==> src/rtl/rename_ctrl_if.sv <==
// rename_ctrl_if: decode, alias-table, ROB-commit and status signals of the rename controller.
// i_* are driven into the controller, o_* are driven by it.
interface rename_ctrl_if #(parameter int PHYS_W = 6);
    logic              i_stall;
    logic              i_rename_valid;
    logic              i_rename_has_dest;
    logic [4:0]        i_rename_dest;
    logic              o_rename_ready;
    logic [PHYS_W-1:0] o_alloc_phys;
    logic [4:0]        o_reg_to_map;
    logic [PHYS_W-1:0] o_new_mapping;
    logic              o_remap;
    logic              o_overwrite;
    logic              i_commit_valid;
    logic              i_commit_has_dest;
    logic [PHYS_W-1:0] i_commit_old_phys;
    logic              i_flush;
    logic [5:0]        o_free_count;
    logic [31:0]       o_stall_cycles;

    modport master (
        output i_stall, i_rename_valid, i_rename_has_dest, i_rename_dest,
               i_commit_valid, i_commit_has_dest, i_commit_old_phys, i_flush,
        input  o_rename_ready, o_alloc_phys, o_reg_to_map, o_new_mapping,
               o_remap, o_overwrite, o_free_count, o_stall_cycles
    );

    modport slave (
        input  i_stall, i_rename_valid, i_rename_has_dest, i_rename_dest,
               i_commit_valid, i_commit_has_dest, i_commit_old_phys, i_flush,
        output o_rename_ready, o_alloc_phys, o_reg_to_map, o_new_mapping,
               o_remap, o_overwrite, o_free_count, o_stall_cycles
    );
endinterface

==> src/rtl/rename_ctrl.sv <==
// rename_ctrl: physical-register free list and alias-table sequencing with flush recovery.
// Define RENAME_STATS_EN to build the saturating rename-stall cycle counter.
module rename_ctrl #(
    parameter int NUM_ARCH = 32,
    parameter int NUM_PHYS = 64,
    parameter int PHYS_W   = 6,
    parameter int FL_DEPTH = NUM_PHYS - NUM_ARCH
) (
    input logic         clk,
    input logic         reset,
    rename_ctrl_if.slave bus
);
    localparam int IDX_W = $clog2(FL_DEPTH);
    localparam int PTR_W = IDX_W + 1;

    typedef enum logic {NORMAL, RECOVER} state_t;

    state_t            r_state, w_next;
    logic [PHYS_W-1:0] r_fl [FL_DEPTH];
    logic [PTR_W-1:0]  r_spec_head, r_ret_head, r_tail;
    logic [PTR_W-1:0]  w_free_count;
    logic [PHYS_W-1:0] w_head_tag;
    logic              w_needs_dest, w_ready, w_pop, w_push, w_restore;

    assign w_needs_dest = bus.i_rename_has_dest && bus.i_rename_dest != '0;
    assign w_free_count = r_tail - r_spec_head;
    assign w_head_tag   = r_fl[r_spec_head[IDX_W-1:0]];
    assign w_push       = bus.i_commit_valid && bus.i_commit_has_dest;
    assign w_restore    = r_state == RECOVER && !bus.i_stall;
    assign bus.o_free_count = w_free_count;

    always_ff @(posedge clk or negedge reset)
        if (!reset) r_state <= NORMAL;
        else        r_state <= w_next;

    always_comb
        w_next = (r_state == NORMAL) ? (bus.i_flush ? RECOVER : NORMAL)
                                     : (bus.i_stall ? RECOVER : NORMAL);

    // No bypass: an empty list blocks a pop even when a commit pushes this cycle.
    always_comb begin
        w_ready = r_state == NORMAL && !bus.i_stall && !bus.i_flush &&
                  (!w_needs_dest || w_free_count != '0);
        w_pop = bus.i_rename_valid && w_ready && w_needs_dest;
        bus.o_rename_ready = w_ready;
        bus.o_remap        = w_pop;
        bus.o_reg_to_map   = w_pop ? bus.i_rename_dest : '0;
        bus.o_new_mapping  = w_pop ? w_head_tag : '0;
        bus.o_alloc_phys   = w_pop ? w_head_tag : '0;
        bus.o_overwrite    = r_state == RECOVER;
    end

    // Recovery rewinds the speculative head to the retired head, counting a same-cycle commit.
    always_ff @(posedge clk or negedge reset)
        if (!reset) begin
            r_spec_head <= '0;
            r_ret_head  <= '0;
            r_tail      <= PTR_W'(FL_DEPTH);
        end else begin
            if (w_restore)  r_spec_head <= r_ret_head + PTR_W'(w_push);
            else if (w_pop) r_spec_head <= r_spec_head + 1'b1;
            if (w_push) begin
                r_tail     <= r_tail + 1'b1;
                r_ret_head <= r_ret_head + 1'b1;
            end
        end

    always_ff @(posedge clk or negedge reset)
        if (!reset) begin
            for (int i = 0; i < FL_DEPTH; i++) r_fl[i] <= PHYS_W'(NUM_ARCH + i);
        end else if (w_push) begin
            r_fl[r_tail[IDX_W-1:0]] <= bus.i_commit_old_phys;
        end

`ifdef RENAME_STATS_EN
    logic [31:0] r_stall_cycles;

    always_ff @(posedge clk or negedge reset)
        if (!reset)
            r_stall_cycles <= '0;
        else if (r_state == NORMAL && bus.i_rename_valid && !w_ready && r_stall_cycles != '1)
            r_stall_cycles <= r_stall_cycles + 1'b1;

    assign bus.o_stall_cycles = r_stall_cycles;
`else
    assign bus.o_stall_cycles = '0;
`endif

    // A commit into a full free list means the ROB freed a register it never allocated.
    a_no_push_when_full: assert property (@(posedge clk) disable iff (!reset)
        !(w_push && w_free_count == PTR_W'(FL_DEPTH)));
endmodule

==> src/flat_wrapper.sv <==
// flat-port wrapper written by rule: the top's interface ports become plain ports
module rename_ctrl_flat 
#(
    parameter int NUM_ARCH = 32,
    parameter int NUM_PHYS = 64,
    parameter int PHYS_W   = 6,
    parameter int FL_DEPTH = NUM_PHYS - NUM_ARCH
)
  (clk, reset, bus_i_stall, bus_i_rename_valid, bus_i_rename_has_dest, bus_i_rename_dest, bus_i_commit_valid, bus_i_commit_has_dest, bus_i_commit_old_phys, bus_i_flush, bus_o_rename_ready, bus_o_alloc_phys, bus_o_reg_to_map, bus_o_new_mapping, bus_o_remap, bus_o_overwrite, bus_o_free_count, bus_o_stall_cycles);
  rename_ctrl_if #(.PHYS_W(PHYS_W)) bus_i ();
  input logic clk;
  input logic reset;
  input wire logic [$bits(bus_i.i_stall)-1:0] bus_i_stall;
  input wire logic [$bits(bus_i.i_rename_valid)-1:0] bus_i_rename_valid;
  input wire logic [$bits(bus_i.i_rename_has_dest)-1:0] bus_i_rename_has_dest;
  input wire logic [$bits(bus_i.i_rename_dest)-1:0] bus_i_rename_dest;
  input wire logic [$bits(bus_i.i_commit_valid)-1:0] bus_i_commit_valid;
  input wire logic [$bits(bus_i.i_commit_has_dest)-1:0] bus_i_commit_has_dest;
  input wire logic [$bits(bus_i.i_commit_old_phys)-1:0] bus_i_commit_old_phys;
  input wire logic [$bits(bus_i.i_flush)-1:0] bus_i_flush;
  output wire logic [$bits(bus_i.o_rename_ready)-1:0] bus_o_rename_ready;
  output wire logic [$bits(bus_i.o_alloc_phys)-1:0] bus_o_alloc_phys;
  output wire logic [$bits(bus_i.o_reg_to_map)-1:0] bus_o_reg_to_map;
  output wire logic [$bits(bus_i.o_new_mapping)-1:0] bus_o_new_mapping;
  output wire logic [$bits(bus_i.o_remap)-1:0] bus_o_remap;
  output wire logic [$bits(bus_i.o_overwrite)-1:0] bus_o_overwrite;
  output wire logic [$bits(bus_i.o_free_count)-1:0] bus_o_free_count;
  output wire logic [$bits(bus_i.o_stall_cycles)-1:0] bus_o_stall_cycles;
  assign bus_i.i_stall = bus_i_stall;
  assign bus_i.i_rename_valid = bus_i_rename_valid;
  assign bus_i.i_rename_has_dest = bus_i_rename_has_dest;
  assign bus_i.i_rename_dest = bus_i_rename_dest;
  assign bus_i.i_commit_valid = bus_i_commit_valid;
  assign bus_i.i_commit_has_dest = bus_i_commit_has_dest;
  assign bus_i.i_commit_old_phys = bus_i_commit_old_phys;
  assign bus_i.i_flush = bus_i_flush;
  assign bus_o_rename_ready = bus_i.o_rename_ready;
  assign bus_o_alloc_phys = bus_i.o_alloc_phys;
  assign bus_o_reg_to_map = bus_i.o_reg_to_map;
  assign bus_o_new_mapping = bus_i.o_new_mapping;
  assign bus_o_remap = bus_i.o_remap;
  assign bus_o_overwrite = bus_i.o_overwrite;
  assign bus_o_free_count = bus_i.o_free_count;
  assign bus_o_stall_cycles = bus_i.o_stall_cycles;
  rename_ctrl #(.NUM_ARCH(NUM_ARCH), .NUM_PHYS(NUM_PHYS), .PHYS_W(PHYS_W), .FL_DEPTH(FL_DEPTH)) u_core (.clk(clk), .reset(reset), .bus(bus_i));
endmodule
==> config.mk <==
export PLATFORM = sky130hd
export DESIGN_NAME = rename_ctrl_flat
export DESIGN_NICKNAME = d
export VERILOG_FILES = /design/src/rtl/rename_ctrl_if.sv /design/src/rtl/rename_ctrl.sv /design/src/flat_wrapper.sv
export SDC_FILE = /design/constraint.sdc
export NUM_CORES = 1
export LEC_CHECK = 0
export ABC_CLOCK_PERIOD_IN_PS = 3200
export CAP_MARGIN = 20
export CORE_MARGIN = 2
export CORE_UTILIZATION = 53
export DETAILED_ROUTE_END_ITERATION = 8
export PLACE_DENSITY = 0.82
export REMOVE_ABC_BUFFERS = 1
export SLEW_MARGIN = 10
export SYNTH_ARGS = -nofsm -noshare
export SYNTH_HDL_FRONTEND = slang
export SYNTH_SLANG_ARGS = --single-unit
==> constraint.sdc <==
create_clock -name clk -period 3.2 [get_ports clk]
set_clock_uncertainty 0.15 [all_clocks]
set_input_delay 0.32 -clock clk [delete_from_list [all_inputs] [get_ports clk]]
set_output_delay 0.32 -clock clk [all_outputs]
set_load 0.05 [all_outputs]
Yosys cells after proc, flatten, opt, wreduce, memory -nomap -nowiden. Cells that the tools add are included.

Bits of input ports: 19. Logic and storage cells: 76. Register bits after elaboration: 211. Output and inout bits: 58.

$add $sub $neg: 5. Bitwise logic cells: 3. Muxes and demuxes: 13. Order comparisons: 3. Reductions and logical operators: 16.

Operator list (count): 192-bit bitwise mux (1); 6-bit 2-to-1 mux (6); 6-bit binary-select mux with 5-bit select (1); 6-bit demux with 5-bit select (1); 6-bit by 1-bit adder with 6-bit output (second input constant) (3); 6-bit greater-or-equal comparator (second input constant) (2); 5-bit inverter with 6-bit output (2); 1-bit logical AND (9); 6-bit by 1-bit adder with 6-bit output (1); 6-bit by 1-bit < comparator with 1-bit output (second input constant) (1); 6-bit nonzero test (1); 6-bit subtractor (1); 5-bit 2-to-1 mux (1); 5-bit nonzero test (1); 1-bit zero test (3); 1-bit 2-to-1 mux (3); 2-bit nonzero test (1); 1-bit logical OR (1); 1-bit inverter (1).

Depth between registers and ports, before layout.
Depth after elaboration: 9. Depth in mapped cells: 12. Mapped depth without buffers: 12.

Least setup slack after synthesis. No wires, ideal clock.

Kind: register to output. Start: register u_core.r_spec_head[1]. End: output port bus_o_new_mapping[0]. Stages on the path, launching flop included: 12. Buffers on the path: 4. Arrival: 4.238 ns. Path slack: -1.508 ns. Data required time: 2.730 ns. Cells stage by stage: dfrtp_1 -> clkbuf_1 -> clkinv_1 -> buf_1 -> fa_1 -> xor2_1 -> nor3_1 -> nor4bb_1 -> a21o_1 -> buf_2 -> nor2_1 -> buf_4.

Longest elaborated chain between the ends: 7. Elaborated cells between the ends (all ways): 11. Those cells by class: add/sub: 1; mux: 4; bitwise: 1; reduce/logical: 5.

RTL lines: start: declaration (line rename_ctrl.sv:20) `logic [PTR_W-1:0] r_spec_head, r_ret_head, r_tail;`; start signal: assignment (line rename_ctrl.sv:60) `if (w_restore) r_spec_head <= r_ret_head + PTR_W'(w_push);`; start signal: assignment (line rename_ctrl.sv:61) `else if (w_pop) r_spec_head <= r_spec_head + 1'b1;`; 6-bit subtractor (line rename_ctrl.sv:26) `assign w_free_count = r_tail - r_spec_head;`; net bus_o_free_count[2] (line flat_wrapper.sv:27) `output wire logic [$bits(bus_i.o_free_count)-1:0] bus_o_free_count;`; 6-bit nonzero test (line rename_ctrl.sv:43) `(!w_needs_dest || w_free_count != '0);`; 1-bit logical OR (line rename_ctrl.sv:43); 1-bit logical AND (line rename_ctrl.sv:42) `w_ready = r_state == NORMAL && !bus.i_stall && !bus.i_flush &&`; 1-bit logical AND (2 in series) (line rename_ctrl.sv:44) `w_pop = bus.i_rename_valid && w_ready && w_needs_dest;`; 6-bit 2-to-1 mux; end: declaration (line flat_wrapper.sv:24) `output wire logic [$bits(bus_i.o_new_mapping)-1:0] bus_o_new_mapping;`.

The timed path passes the listed nets, and every way through them passes these cells. The select of a mux whose other input is x is not followed.

Worst setup path in the final report.
Start: register u_core.r_tail[0]. End: output port bus_o_reg_to_map[0].

Longest elaborated chain between the ends: 7.

RTL lines: start: declaration (line rename_ctrl.sv:20); start signal: assignment (line rename_ctrl.sv:58) `r_tail <= PTR_W'(FL_DEPTH);`; start signal: assignment (line rename_ctrl.sv:63) `r_tail <= r_tail + 1'b1;`; 6-bit subtractor (line rename_ctrl.sv:26); 6-bit nonzero test (line rename_ctrl.sv:43); 1-bit logical OR (line rename_ctrl.sv:43); 1-bit logical AND (line rename_ctrl.sv:42); 1-bit logical AND (2 in series) (line rename_ctrl.sv:44); 5-bit 2-to-1 mux (line rename_ctrl.sv:47) `bus.o_reg_to_map = w_pop ? bus.i_rename_dest : '0;`; end: declaration (line flat_wrapper.sv:23) `output wire logic [$bits(bus_i.o_reg_to_map)-1:0] bus_o_reg_to_map;`.

No other way between the ends.

==> run metrics <==
Vias roughly 6300; Area contributors post-synth dfstp_2 (28%), dfrtp_1 (23%), mux2_2 (21%); Vias/cell around 5.9; Clock Pin Slew Worst Setup and Hold Paths about 0.060 ns; Synth Flop Type dfstp_2; Top Ports 77; Synth Area per Inst approximately 14 um^2; final setup fails 18; Flop pwr share 37.6%; number of max-cap violations 0; outcome finished, violations left; # diodes 0; mux cell area share after synthesis between 30% and 40%; DRT antenna net count 0; Worst Setup Slack, final -0.250 ns; Fillers about 1300; CP Capture Type primary output; DR DRC count 0; distinct cell type count after synthesis 44; DIE HEIGHT 145 um; initial antenna violation count 0; clock buffer depth 3; gr usage total between 20% and 30%; DR WL/cell roughly 22 um; Std-Cell Rows a little over 50; worst-path cell chain inv_2, ha_4, inv_2, fa_2, a21o_1, a21oi_2, xnor2_2, nor4bb_2, a21o_1, inv_2, and2_4, buf_8; global-route wire length before repair 38100 um; Iteration-0 DRC Markers between 300 and 400; r2r endpoint u_core.r_spec_head[4]$_DFFE_PN0P_; worst-path fanout max 7; Final Max Slew Viols 0; Final Util between 60% and 70%; GR Util met1 29.4%; Setup CP Type register to primary output; worst hold slack around 0.31 ns; Simple-Gate Fraction of Synth Area under 10%; CP max stage cell dfrtp_1; grt ovf 0; most frequent CP cell inv_2; fin nets 816; CTS tree built; worst stage delay on the critical path 0.39 ns; failing checks negative setup slack; Detailed Place HPWL about 15000 um; slew margin rel. between 40% and 50%; fmax 290 MHz; period utilization 108%; min Tclk post-route between 3 and 4 ns; Synth Warn # 0; Worst-Margin Slew just over 0.8 ns; Yosys reg bits between 200 and 250; r2r worst-path depth 13; DIE WIDTH 145 um; most used routing layer met2; mapped cell area approximately 11000 um^2; Worst Setup SP u_core.r_tail[0]$_DFFE_PN0P_; crit path DAT roughly 3.0 ns; initial core utilization between 50 and 60%; number of flops mapped to enable cells by yosys 0; RePlAce Congestion just over 0.8; Post-synth top cells mux2_2 (194), dfstp_2 (113), dfrtp_1 (98); Switch Pwr 3.92 mW; Layout area overhead 16.3%; H-tree levels 1; CTS root buf clkbuf_16; Synth Instances approximately 730; core area 19500 um^2; crit start category register; met3 Usage GRT approximately 3.8%; Sw Share around 34%; DR pass1 iterations 5; internal power between 7 and 8 mW; CP endpoint bus_o_reg_to_map[0]; wirelength, routed roughly 24000 um; largest family of logic cells by synthesized area multiplexers; largest net degree at the start of global routing 104; Post-Synth XOR/XNOR Area 1.41%; Post-Synth Adder-Cell Area 1.74%; Seq/Total Area, Yosys just over 50%; top-area cell type share of the netlist area 28.2%; IO buf count 44; vias in the first global route approximately 6800; peak supply drop approximately 0.57 mV; Comb power frac between 40% and 50%; setup slack, reg-to-reg 0.07 ns; Fin. Hold Viols 0; met2 Usage GRT 40.5%; share of cells above drive strength 1 59.8%; ys async rst share 100%; static leakage between 5 and 6 nW; clk_lat worst skew around 0.52 ns; TritonCTS buffer count 23; clk sink count ~210; Clk pwr share ~22%; Die ar. approximately 21000 um^2; Req. time, crit path roughly 2.7 ns; cell taking the most area after synthesis dfstp_2; top-count cell post-synth mux2_2; RSZ-0062 raised after global routing true; class of the worst hold path input port to register; Pwr Density around 940 nW/um^2; worst r2r src u_core.r_tail[0]$_DFFE_PN0P_; Synth Area in Compound Gates between 1 and 1.5%
-- power groups by stage --
stage / sequential, mW / clock [mW] / combinational [mW]
after detailed placement: 4.32 / 0 / 4.34
after floorplan: 4.33 / 0 / 2.75
after CTS: 4.29 / 2.56 / 4.52
after global placement: 4.21 / 0 / 4.21
after global routing: 4.41 / 2.68 / 4.91
final: 4.32 / 2.53 / 4.63
-- placed cells by master, fill, tap and decap left out, types with 12 or more instances in the layout --
master,count
ha_1,12
mux4_2,54
buf_8,15
mux2_2,194
dfrtp_1,97
buf_4,29
conb_1,32
nor2_1,23
clkdlybuf4s50_1,18
nand2_1,30
clkbuf_16,23
mux2i_1,24
dfstp_2,113
-- sequential cells by signal (all words and copies together) (netlist names) --
name,count
u_core.r_fl,192
u_core.r_ret_head,6
u_core.r_spec_head,6
u_core.r_tail,6
u_core.bus.o_overwrite,1
-- metal layers --
layer  share of wire [%]  up-vias
li1                    -     2711
met1                  40     3295
met2                  52      240
met3                 5.4       47
met4                 2.6        0
met5                   0        -
-- critical path, delay by kind of cell (launching register included) --
kind,cells,cell delay (ns)
AOI/OAI and AO/OA,3,0.63
xor gates and xnor gates,1,0.13
adders and majority gates,2,0.46
buffers and inverters,4,0.35
and+or+nand+nor,2,0.50
DFF,1,0.39
-- through the flow --
stage	total power [mW]	cell area [um^2]	setup slack [ns]	std cells	setup TNS [ns]
6_report	11.5	12200	-0.250	1064	-3.93
5_1_grt	12.0	12200	-0.404	1064	-6.74
4_1_cts	11.4	12100	-0.190	1060	-3.15
3_5_place_dp	8.66	11200	0.0488	1012	0
3_3_place_gp	8.42	11200	0.199	1012	0
2_1_floorplan	7.09	10200	-2.87	680	-65.55
-- logic make-up after synthesis --
kind of cell	after synthesis
multiplexers	272
flip-flops	211
AND/OR/NAND/NOR	101
buffers and inverters	90
AO/OA/AOI/OAI	23
XOR/XNOR	17
adder cells (fa/ha/maj)	14
other	1
-- worst min path at each step --
| stage | start | endpoint | slack, ns | depth (start not counted) |
|---|---|---|---|---|
| floorplan | reset | u_core.bus.o_overwrite$_DFF_PN0_ | -0.13 | 0 |
| global placement | reset | u_core.r_fl[170]$_DFFE_PN0P_ | 0.29 | 1 |
| detailed placement | reset | u_core.r_fl[170]$_DFFE_PN0P_ | 0.32 | 1 |
| CTS | bus_i_flush | u_core.bus.o_overwrite$_DFF_PN0_ | 0.31 | 2 |
| global route | bus_i_commit_old_phys[2] | u_core.r_fl[2]$_DFFE_PN1P_ | 0.33 | 2 |
| finish | bus_i_commit_old_phys[2] | u_core.r_fl[146]$_DFFE_PN1P_ | 0.31 | 2 |
-- what timing repair did --
item / in CTS / in global routing
gates resized for setup: 54 / 13
hold buffers: 1 / 0
setup endpoints to repair: 19 / 21
setup buffers: 6 / 2
endpoints found under the hold margin: 41 / 0
pin swaps: 16 / 11
-- area by class of cell --
class | count | area, um^2 | area share (%)
flip-flops and latches | 211 | 5430 | 44.3
multi-input cells | 459 | 4830 | 39.5
repair buffers | 78 | 885 | 7.23
clock buffers | 37 | 688 | 5.62
well taps | 265 | 332 | 2.71
inverters | 10 | 40.0 | 0.327
clock inverters | 4 | 37.5 | 0.307
Note: power is estimated with default switching activity, not from simulation.
